<file path="config.mk">
export PLATFORM = sky130hd
export DESIGN_NAME = cordic_dispatch
export DESIGN_NICKNAME = d
export VERILOG_FILES = /design/src/rtl/cordic_dispatch_pkg.sv /design/src/rtl/cordic_cmd_fifo.sv /design/src/rtl/cordic_dispatch.sv
export SDC_FILE = /design/constraint.sdc
export NUM_CORES = 1
export LEC_CHECK = 0
export CORE_ASPECT_RATIO = 1.5
export CORE_MARGIN = 2
export CORE_UTILIZATION = 45
export DETAILED_ROUTE_END_ITERATION = 6
export GPL_TIMING_DRIVEN = 0
export PLACE_DENSITY = 0.69
export SLEW_MARGIN = 10
export SYNTH_ARGS = -nofsm -noshare
export SYNTH_HDL_FRONTEND = slang
export SYNTH_SLANG_ARGS = --single-unit
export TNS_END_PERCENT = 5
</file>
<file path="constraint.sdc">
create_clock -name clk -period 3.1 [get_ports clk]
set_input_delay 0.62 -clock clk [delete_from_list [all_inputs] [get_ports clk]]
set_output_delay 0.62 -clock clk [all_outputs]
set_load 0.01 [all_outputs]
</file>
<file path="src/rtl/cordic_dispatch_pkg.sv">
// Shared FSM encoding, function codes and command layout for the CORDIC dispatcher.
package cordic_dispatch_pkg;

    typedef enum logic [1:0] {
        S_IDLE  = 2'd0,
        S_ISSUE = 2'd1,
        S_WAIT  = 2'd2,
        S_HOLD  = 2'd3
    } state_t;

    localparam logic [3:0] FUNC_ARCTAN = 4'h0;
    localparam logic [3:0] FUNC_MAG    = 4'h1;
    localparam logic [3:0] FUNC_IDLE   = 4'hF;

    typedef struct packed {
        logic [15:0] x;
        logic [15:0] y;
        logic [3:0]  func;
    } cmd_t;

    function automatic logic func_legal(input logic [3:0] f);
        return f <= FUNC_MAG;
    endfunction

endpackage

</file>
<file path="src/rtl/cordic_cmd_fifo.sv">
// Command FIFO: DEPTH entries, pointers carry an extra wrap bit to tell full from empty.
module cordic_cmd_fifo #(
    parameter int DEPTH = 4,
    parameter int WIDTH = 36
) (
    input  logic             clk,
    input  logic             rst_n,
    input  logic             push,
    input  logic [WIDTH-1:0] din,
    input  logic             pop,
    output logic [WIDTH-1:0] dout,
    output logic             full,
    output logic             empty
);

    localparam int AW = (DEPTH > 1) ? $clog2(DEPTH) : 1;

    logic [WIDTH-1:0] r_mem [DEPTH];
    logic [AW:0]      r_wr;
    logic [AW:0]      r_rd;
    logic             w_do_push;
    logic             w_do_pop;

    assign empty     = (r_wr == r_rd);
    assign full      = (r_wr[AW] != r_rd[AW]) && (r_wr[AW-1:0] == r_rd[AW-1:0]);
    assign dout      = r_mem[r_rd[AW-1:0]];
    assign w_do_push = push && !full;
    assign w_do_pop  = pop && !empty;

    always_ff @(posedge clk or negedge rst_n) begin
        if (!rst_n) begin
            r_wr <= '0;
            r_rd <= '0;
        end else begin
            if (w_do_push) r_wr <= r_wr + 1'b1;
            if (w_do_pop)  r_rd <= r_rd + 1'b1;
        end
    end

    always_ff @(posedge clk) begin
        if (w_do_push) r_mem[r_wr[AW-1:0]] <= din;
    end

endmodule

</file>
<file path="src/rtl/cordic_dispatch.sv">
// Queues CORDIC commands, issues them one at a time to a shared CORDIC unit
// and returns results (or error responses) strictly in command order.
module cordic_dispatch
    import cordic_dispatch_pkg::*;
#(
    parameter int DEPTH   = 4,
    parameter int TIMEOUT = 63
) (
    input  logic        clk,
    input  logic        rst_n,
    input  logic        in_valid,
    output logic        in_ready,
    input  logic [15:0] in_x,
    input  logic [15:0] in_y,
    input  logic [3:0]  in_func,
    output logic        cu_st,
    output logic [15:0] cu_x,
    output logic [15:0] cu_y,
    output logic [3:0]  cu_func,
    input  logic        cu_done,
    input  logic [31:0] cu_result,
    output logic        out_valid,
    input  logic        out_ready,
    output logic [31:0] out_data,
    output logic [3:0]  out_func,
    output logic        out_err,
    output logic        busy
);

    localparam int CW = $clog2(TIMEOUT + 1);
    localparam logic [CW-1:0] L_QUAL = CW'(2);
    localparam logic [CW-1:0] L_TMO  = CW'(TIMEOUT);

    state_t         r_state;
    state_t         w_next;
    logic [15:0]    r_x;
    logic [15:0]    r_y;
    logic [3:0]     r_func;
    logic [CW-1:0]  r_cnt;
    logic [31:0]    r_data;
    logic           r_err;

    logic           w_full;
    logic           w_empty;
    logic           w_push;
    logic           w_pop;
    logic           w_qual;
    logic           w_tmo;
    logic [35:0]    w_head_bits;
    cmd_t           w_head;
    cmd_t           w_in;

    assign w_in     = cmd_t'({in_x, in_y, in_func});
    assign w_head   = cmd_t'(w_head_bits);
    assign in_ready = rst_n && !w_full;
    assign w_push   = in_valid && in_ready;

    cordic_cmd_fifo #(
        .DEPTH (DEPTH),
        .WIDTH (36)
    ) u_fifo (
        .clk   (clk),
        .rst_n (rst_n),
        .push  (w_push),
        .din   (w_in),
        .pop   (w_pop),
        .dout  (w_head_bits),
        .full  (w_full),
        .empty (w_empty)
    );

    // The first two WAIT cycles may still see the previous operation's done level.
    assign w_qual = (r_state == S_WAIT) && cu_done && (r_cnt >= L_QUAL);
    assign w_tmo  = (r_state == S_WAIT) && (r_cnt == L_TMO);

    always_comb begin
        w_next = r_state;
        w_pop  = 1'b0;
        case (r_state)
            S_IDLE: begin
                if (!w_empty && !out_valid) begin
                    w_pop  = 1'b1;
                    w_next = func_legal(w_head.func) ? S_ISSUE : S_HOLD;
                end
            end
            S_ISSUE: w_next = S_WAIT;
            S_WAIT:  if (w_qual || w_tmo) w_next = S_HOLD;
            S_HOLD:  if (out_ready) w_next = S_IDLE;
            default: w_next = S_IDLE;
        endcase
    end

    always_ff @(posedge clk or negedge rst_n) begin
        if (!rst_n) r_state <= S_IDLE;
        else        r_state <= w_next;
    end

    always_ff @(posedge clk or negedge rst_n) begin
        if (!rst_n) begin
            r_x    <= '0;
            r_y    <= '0;
            r_func <= '0;
            r_cnt  <= '0;
            r_data <= '0;
            r_err  <= 1'b0;
        end else begin
            if (w_pop) begin
                r_x    <= w_head.x;
                r_y    <= w_head.y;
                r_func <= w_head.func;
                if (!func_legal(w_head.func)) begin
                    r_data <= '0;
                    r_err  <= 1'b1;
                end
            end
            if (r_state == S_ISSUE)     r_cnt <= '0;
            else if (r_state == S_WAIT) r_cnt <= r_cnt + 1'b1;
            if (w_qual) begin
                r_data <= cu_result;
                r_err  <= 1'b0;
            end else if (w_tmo) begin
                r_data <= '0;
                r_err  <= 1'b1;
            end
        end
    end

    assign cu_st     = (r_state == S_ISSUE);
    assign cu_x      = r_x;
    assign cu_y      = r_y;
    assign cu_func   = (r_state == S_ISSUE || r_state == S_WAIT) ? r_func : FUNC_IDLE;
    assign out_valid = (r_state == S_HOLD);
    assign out_data  = r_data;
    assign out_func  = r_func;
    assign out_err   = r_err;
    assign busy      = !w_empty || (r_state != S_IDLE);

endmodule
</file>
# [Yosys cells after proc, flatten, opt, wreduce, memory -nomap -nowiden]
# Memories as Yosys holds them, arrays and structs flattened.
# Index checks and enable logic that the tools add are counted.
[word_totals] ff_bits=83 output_inout_bits=77 input_bits=73 wordCells=67 memories=1 ramBits=144
[classes] muxes=20 eq_ne=11 n_reduce_logical=21 addsub=3 n_lt_le_gt_ge=2
[mem_list] memory="u_fifo.r_mem" depth=4 width=36 read_ports=1 rd_clocked_by_memory_dff=0 wr=1 line_no="cordic_cmd_fifo.sv:18" rtl="logic [WIDTH-1:0] r_mem [DEPTH];"
[ops] operator="2-to-1 mux 32 bit" count=4
[ops] operator="2-to-1 mux 6 bit" count=2
[ops] operator="logical AND 1 bit" count=9
[ops] operator="2-to-1 mux 1 bit" count=8
[ops] operator="2-to-1 mux 2 bit" count=4
[ops] operator="case mux 2 bit (4 select lines)" count=1
[ops] operator="adder 3 x 1 -> 3 bit (second input constant)" count=2
[ops] operator="adder 6 x 1 -> 6 bit (second input constant)" count=1
[ops] operator="== test 6 bit (second input constant)" count=1
[ops] operator=">= comparator 6 x 2 -> 1 bit (second input constant)" count=1
[ops] operator="== test 2 bit (second input constant)" count=2
[ops] operator="less-or-equal comparator 4 x 1 -> 1 bit (second input constant)" count=1
[ops] operator="2-to-1 mux 4 bit" count=1
[ops] operator="!= test 2 bit (second input constant)" count=2
[ops] operator="nonzero test 2 bit" count=2
[ops] operator="== test 3 bit" count=1
[ops] operator="logical NOT 1 bit" count=3
[ops] operator="logical OR 1 bit" count=3
[ops] operator="!= test 3 bit (second input constant)" count=1
[ops] operator="AND reduction 3 bit" count=1
[ops] operator="nonzero test 3 bit" count=1
[ops] operator="== test 2 x 1 -> 1 bit (second input constant)" count=1
[ops] operator="== test 2 bit" count=1
[ops] operator="logical NOT 2 bit" count=1
[ops] operator="3 further kinds" count=3

# [Depth between registers and ports, before layout]
[logic_depth] depth_word=8 mapped_depth=7 ltp_nobuf=6

# [Hierarchy]
# From an unflattened synthesis, not the netlist that was laid out.
[hier_totals] hier_cells=450 area_unflattened_um2=8802.2
[modules_own_cells] module="cordic_cmd_fifo" seq_area_each_um2=4474.3 cells_per_inst=237 n_inst=1 area_per_inst_um2=5715.5
[modules_own_cells] module="cordic_dispatch" seq_area_each_um2=1926.8 cells_per_inst=213 n_inst=1 area_per_inst_um2=3086.7

# [Least setup slack after synthesis]
# Ideal clock, no wire load.
[synth_timing] kind="reg2reg" from="register u_fifo.r_rd[0]" to="memory u_fifo.r_mem[3][0], enable pin" stages_incl_launch_ff=5 t_arrival_ns=2.173 path_slack_ns=0.529 path_cell_list="dfrtp_1 > buf_4 > xnor2_1 > a31oi_1 > and3_1"
[synth_between] elab_chain_cells=8
[synth_lines] item="start, declared" line_no="cordic_cmd_fifo.sv:20" rtl="logic [AW:0] r_rd;"
[synth_lines] item="start signal, assigned" line_no="cordic_cmd_fifo.sv:36" rtl="if (w_do_pop) r_rd <= r_rd + 1'b1;"
[synth_lines] item="== test 2 bit" line_no="cordic_cmd_fifo.sv:25" rtl="assign full = (r_wr[AW] != r_rd[AW]) && (r_wr[AW-1:0] == r_rd[AW-1:0]);"
[synth_lines] item="logical AND 1 bit" line_no="cordic_cmd_fifo.sv:25"
[synth_lines] item="logical NOT 1 bit" line_no="cordic_dispatch.sv:55" rtl="assign in_ready = rst_n && !w_full;"
[synth_lines] item="logical AND 1 bit" line_no="cordic_dispatch.sv:55"
[synth_lines] item="via in_ready" line_no="cordic_dispatch.sv:12" rtl="output logic in_ready,"
[synth_lines] item="logical AND 1 bit" line_no="cordic_dispatch.sv:56" rtl="assign w_push = in_valid && in_ready;"
[synth_lines] item="logical AND 1 bit" line_no="cordic_cmd_fifo.sv:27" rtl="assign w_do_push = push && !full;"
[synth_lines] item="2-to-1 mux 1 bit" line_no="cordic_cmd_fifo.sv:41" rtl="if (w_do_push) r_mem[r_wr[AW-1:0]] <= din;"
[synth_lines] item="2-to-1 mux 1 bit (implied by the code)" line_no="cordic_cmd_fifo.sv:41"
[synth_lines] item="end, declared" line_no="cordic_cmd_fifo.sv:18"
# The timed path passes the listed nets, and every way through them passes these cells.

# [Final worst setup path]
[layout_timing] from="register r_state[0]" to="output port cu_func[2]"
[layout_between] elab_chain_cells=3 elab_cells_between_ends=4 classes_between="eq/ne (2); mux (1); reduce/logical (1)"
[layout_lines] item="start, declared" line_no="cordic_dispatch.sv:34" rtl="state_t r_state;"
[layout_lines] item="start signal, assigned" line_no="cordic_dispatch.sv:95" rtl="else r_state <= w_next;"
[layout_lines] item="== test 2 x 1 -> 1 bit or == test 2 bit (tied branches)" line_no="cordic_dispatch.sv:131" rtl="assign cu_func = (r_state == S_ISSUE || r_state == S_WAIT) ? r_func : FUNC_IDLE;"
[layout_lines] item="logical OR 1 bit (*)" line_no="cordic_dispatch.sv:131"
[layout_lines] item="2-to-1 mux 4 bit (*)" line_no="cordic_dispatch.sv:131"
[layout_lines] item="end, declared" line_no="cordic_dispatch.sv:19" rtl="output logic [3:0] cu_func,"
# Mark *: on every way between the ends. The rest lies on a longest branch, timed or not.

==> metrics <==
Die Y 175 um; Synth Warn # 0; Max VDD drop 0.634 mV; Total Wirelength 18300 um; Reg clk slew, reported paths 0.06 ns; Die Area 20800 um^2; # Max-Cap Violations 0; synth cell count leaders edfxtp_1 (144), dfrtp_1 (83), mux2_2 (36), mux4_2 (36), nand3_1 (36); Reg power frac 0.399; Rows 62; setup TNS 0 ns; Clk pwr share 0.232; placed cell area 10800 um^2; CTS Buf Count 22; Final ANT Viol Nets 0; P_leak 4.15 nW; final instance area 11500 um^2; DRT Pass-1 Iters 4; WHS 0.0126 ns; R2R cell count 5; Setup crit start r_state[0]; EDFF count, synth 144; initial antenna violation count 0; internal power 7.66 mW; final net count 732; largest net degree at the start of global routing 48; Via Count 4846; Clock Skew 0.00844 ns; first-pass GRT wire length 29000 um; Least-Margin Pin Slew 0.702 ns; CTS Root Cell clkbuf_16; Top FF cell, synth edfxtp_1; Gate power share 0.370; syn_area_per_cell 18.8 um^2; startpoint types register; CTS tree yes; reg-to-reg critical path endpoint u_fifo.r_mem[1][13]; RR Startpoint u_fifo.r_rd[0]; Setup-failing EPs final 0; Layout fillers 1474; Req. time, crit path 2.48 ns; vias in the first global route 5387; Net Switching 3.32 mW; Synth top area share 0.490; fraction of layout cells with a size suffix above 1 0.209; Synth area leader edfxtp_1; RSZ-0062 raised after global routing false; number of synthesized register bits 227; Slew Limit Fails 0; area delta synth->final 29.9%; initial drt markers 262; vias per inst 5.27; PwrDens 958 nW/um^2; Syn Std Cell Area 8820 um^2; Hold Buf Count CTS 0; maximum root-to-sink buffer count 3; critical path capture point type output pin; IO buf count 149; Switching Share 0.302; Core Util, Final 0.598; Die Wd 118 um; Post-DP HPWL 12600 um; GP Congestion 0.797; Crit Path Max Fanout 10; Async S/R FF share, synth 0.366; count leader, synth edfxtp_1; setup slack, reg-to-reg 0.81 ns; Inserted Diodes 0; Tot Pwr 11.0 mW; status finished, final reports clean; Rel. slew slack 0.532; Worst EP arrival 2.36 ns; Seq/Total Area, Yosys 0.726; net count after synthesis 554; DR WL/cell 19.9 um; crit path capture cu_func[2]; f_max 335 MHz; Clock Sinks 227; H-tree depth 1; Hold Path Class input pin to async pin; Mapped Cells 470; core area 19200 um^2; GRT Total Usage 0.179; GR Overflow Total 0; Setup CP Type register to output pin; Post-route DRC 0; clk_lat worst skew 0.50 ns; starting density of the core 0.460; Tmin final 2.98 ns; IO Count 150; fin crit share 0.963; final hold vios 0; main area contributors after synthesis edfxtp_1 (49%), dfrtp_1 (24%), mux4_2 (9.2%), mux2_2 (4.6%), o2bb2ai_1 (3.3%); synth unique cells 37
## per-stage QoR
stage,worst slack (ns),cells
after floorplan,0.529,470
after global placement,-3.84,875
after global routing,0.00454,920
after CTS,0.0559,920
final,0.115,920
after detailed placement,-0.0979,880
## critical path, stage by stage, from the launching register on
cell,delay [ns]
dfrtp_1,0.40
inv_1,0.08
ha_1,0.42
buf_1,0.38
nand2b_1,0.09
clkdlybuf4s50_1,0.49
## worst min-delay path by stage
stage,startpoint,end,slack (ns),cells after the start
after floorplan,rst_n,cu_x[0],0.32,0
final,rst_n,out_data[29],0.01,1
after detailed placement,cu_x[15],cu_x[15],0.48,1
after global routing,rst_n,out_data[26],0.02,1
after CTS,rst_n,out_data[29],0.06,1
after global placement,cu_x[15],cu_x[15],0.47,1
## cells in the final DEF, fill, tap and decap left out, drive strengths merged, types with 4 or more instances in the layout
master / count
mux4: 36
dfrtp: 83
buf: 24
a21oi: 4
nand2: 4
xnor2: 6
inv: 11
nand2b: 4
clkdlybuf4s50: 148
clkbuf: 39
nand3: 36
ha: 11
clkinv: 7
xor2: 4
and3: 4
edfxtp: 144
o2bb2ai: 33
mux2: 39
## routing by layer
metal,GRT usage,wire [um]
met1,0.208,7000
met2,0.329,9740
met3,0.0494,1350
met4,0.0412,233
met5,0,0
## registers in the layout (all words and copies together), names as in the netlist
register      count
u_fifo.r_mem    144
out_data         32
cu_x             16
cu_y             16
r_cnt             6
out_func          4
u_fifo.r_rd       3
u_fifo.r_wr       3
r_state           2
out_err           1
## logic make-up (layout without fill, tap and decap cells)
logic type,Yosys count,count (layout),share of synthesized area
flops,227,227,0.726
buf+inv,37,231,0.0206
compound gates,51,51,0.0501
xor+xnor,10,10,0.00993
fa+ha+maj,11,11,0.0156
simple gates,59,59,0.0366
mux,75,75,0.142
## what timing repair did
item | CTS | global route
endpoints found under the setup margin | 1 | 2
resized for setup | 1 | 4
setup buffers | 0 | 0
## power by group through the flow
stage                     clock network, mW  registers, mW  logic [mW]
after CTS                              2.63           4.39        4.13
after detailed placement                  0           4.44        4.12
after global placement                    0           4.42        3.95
final                                  2.55           4.38        4.06
after global routing                   2.75           4.46        4.38
after floorplan                           0           4.56        2.18
## area by class of cell
cell class | instances | area (um^2) | share of cell area
tap | 256 | 320 | 0.0280
clock buffer | 31 | 616 | 0.0537
multi-input combinational | 206 | 2250 | 0.196
inverter | 11 | 41.3 | 0.00360
buffer | 26 | 140 | 0.0122
sequential | 227 | 6400 | 0.559
timing repair buffer | 154 | 1610 | 0.141
clock inverter | 9 | 75.1 | 0.00655
(Power assumes the default switching activity.)
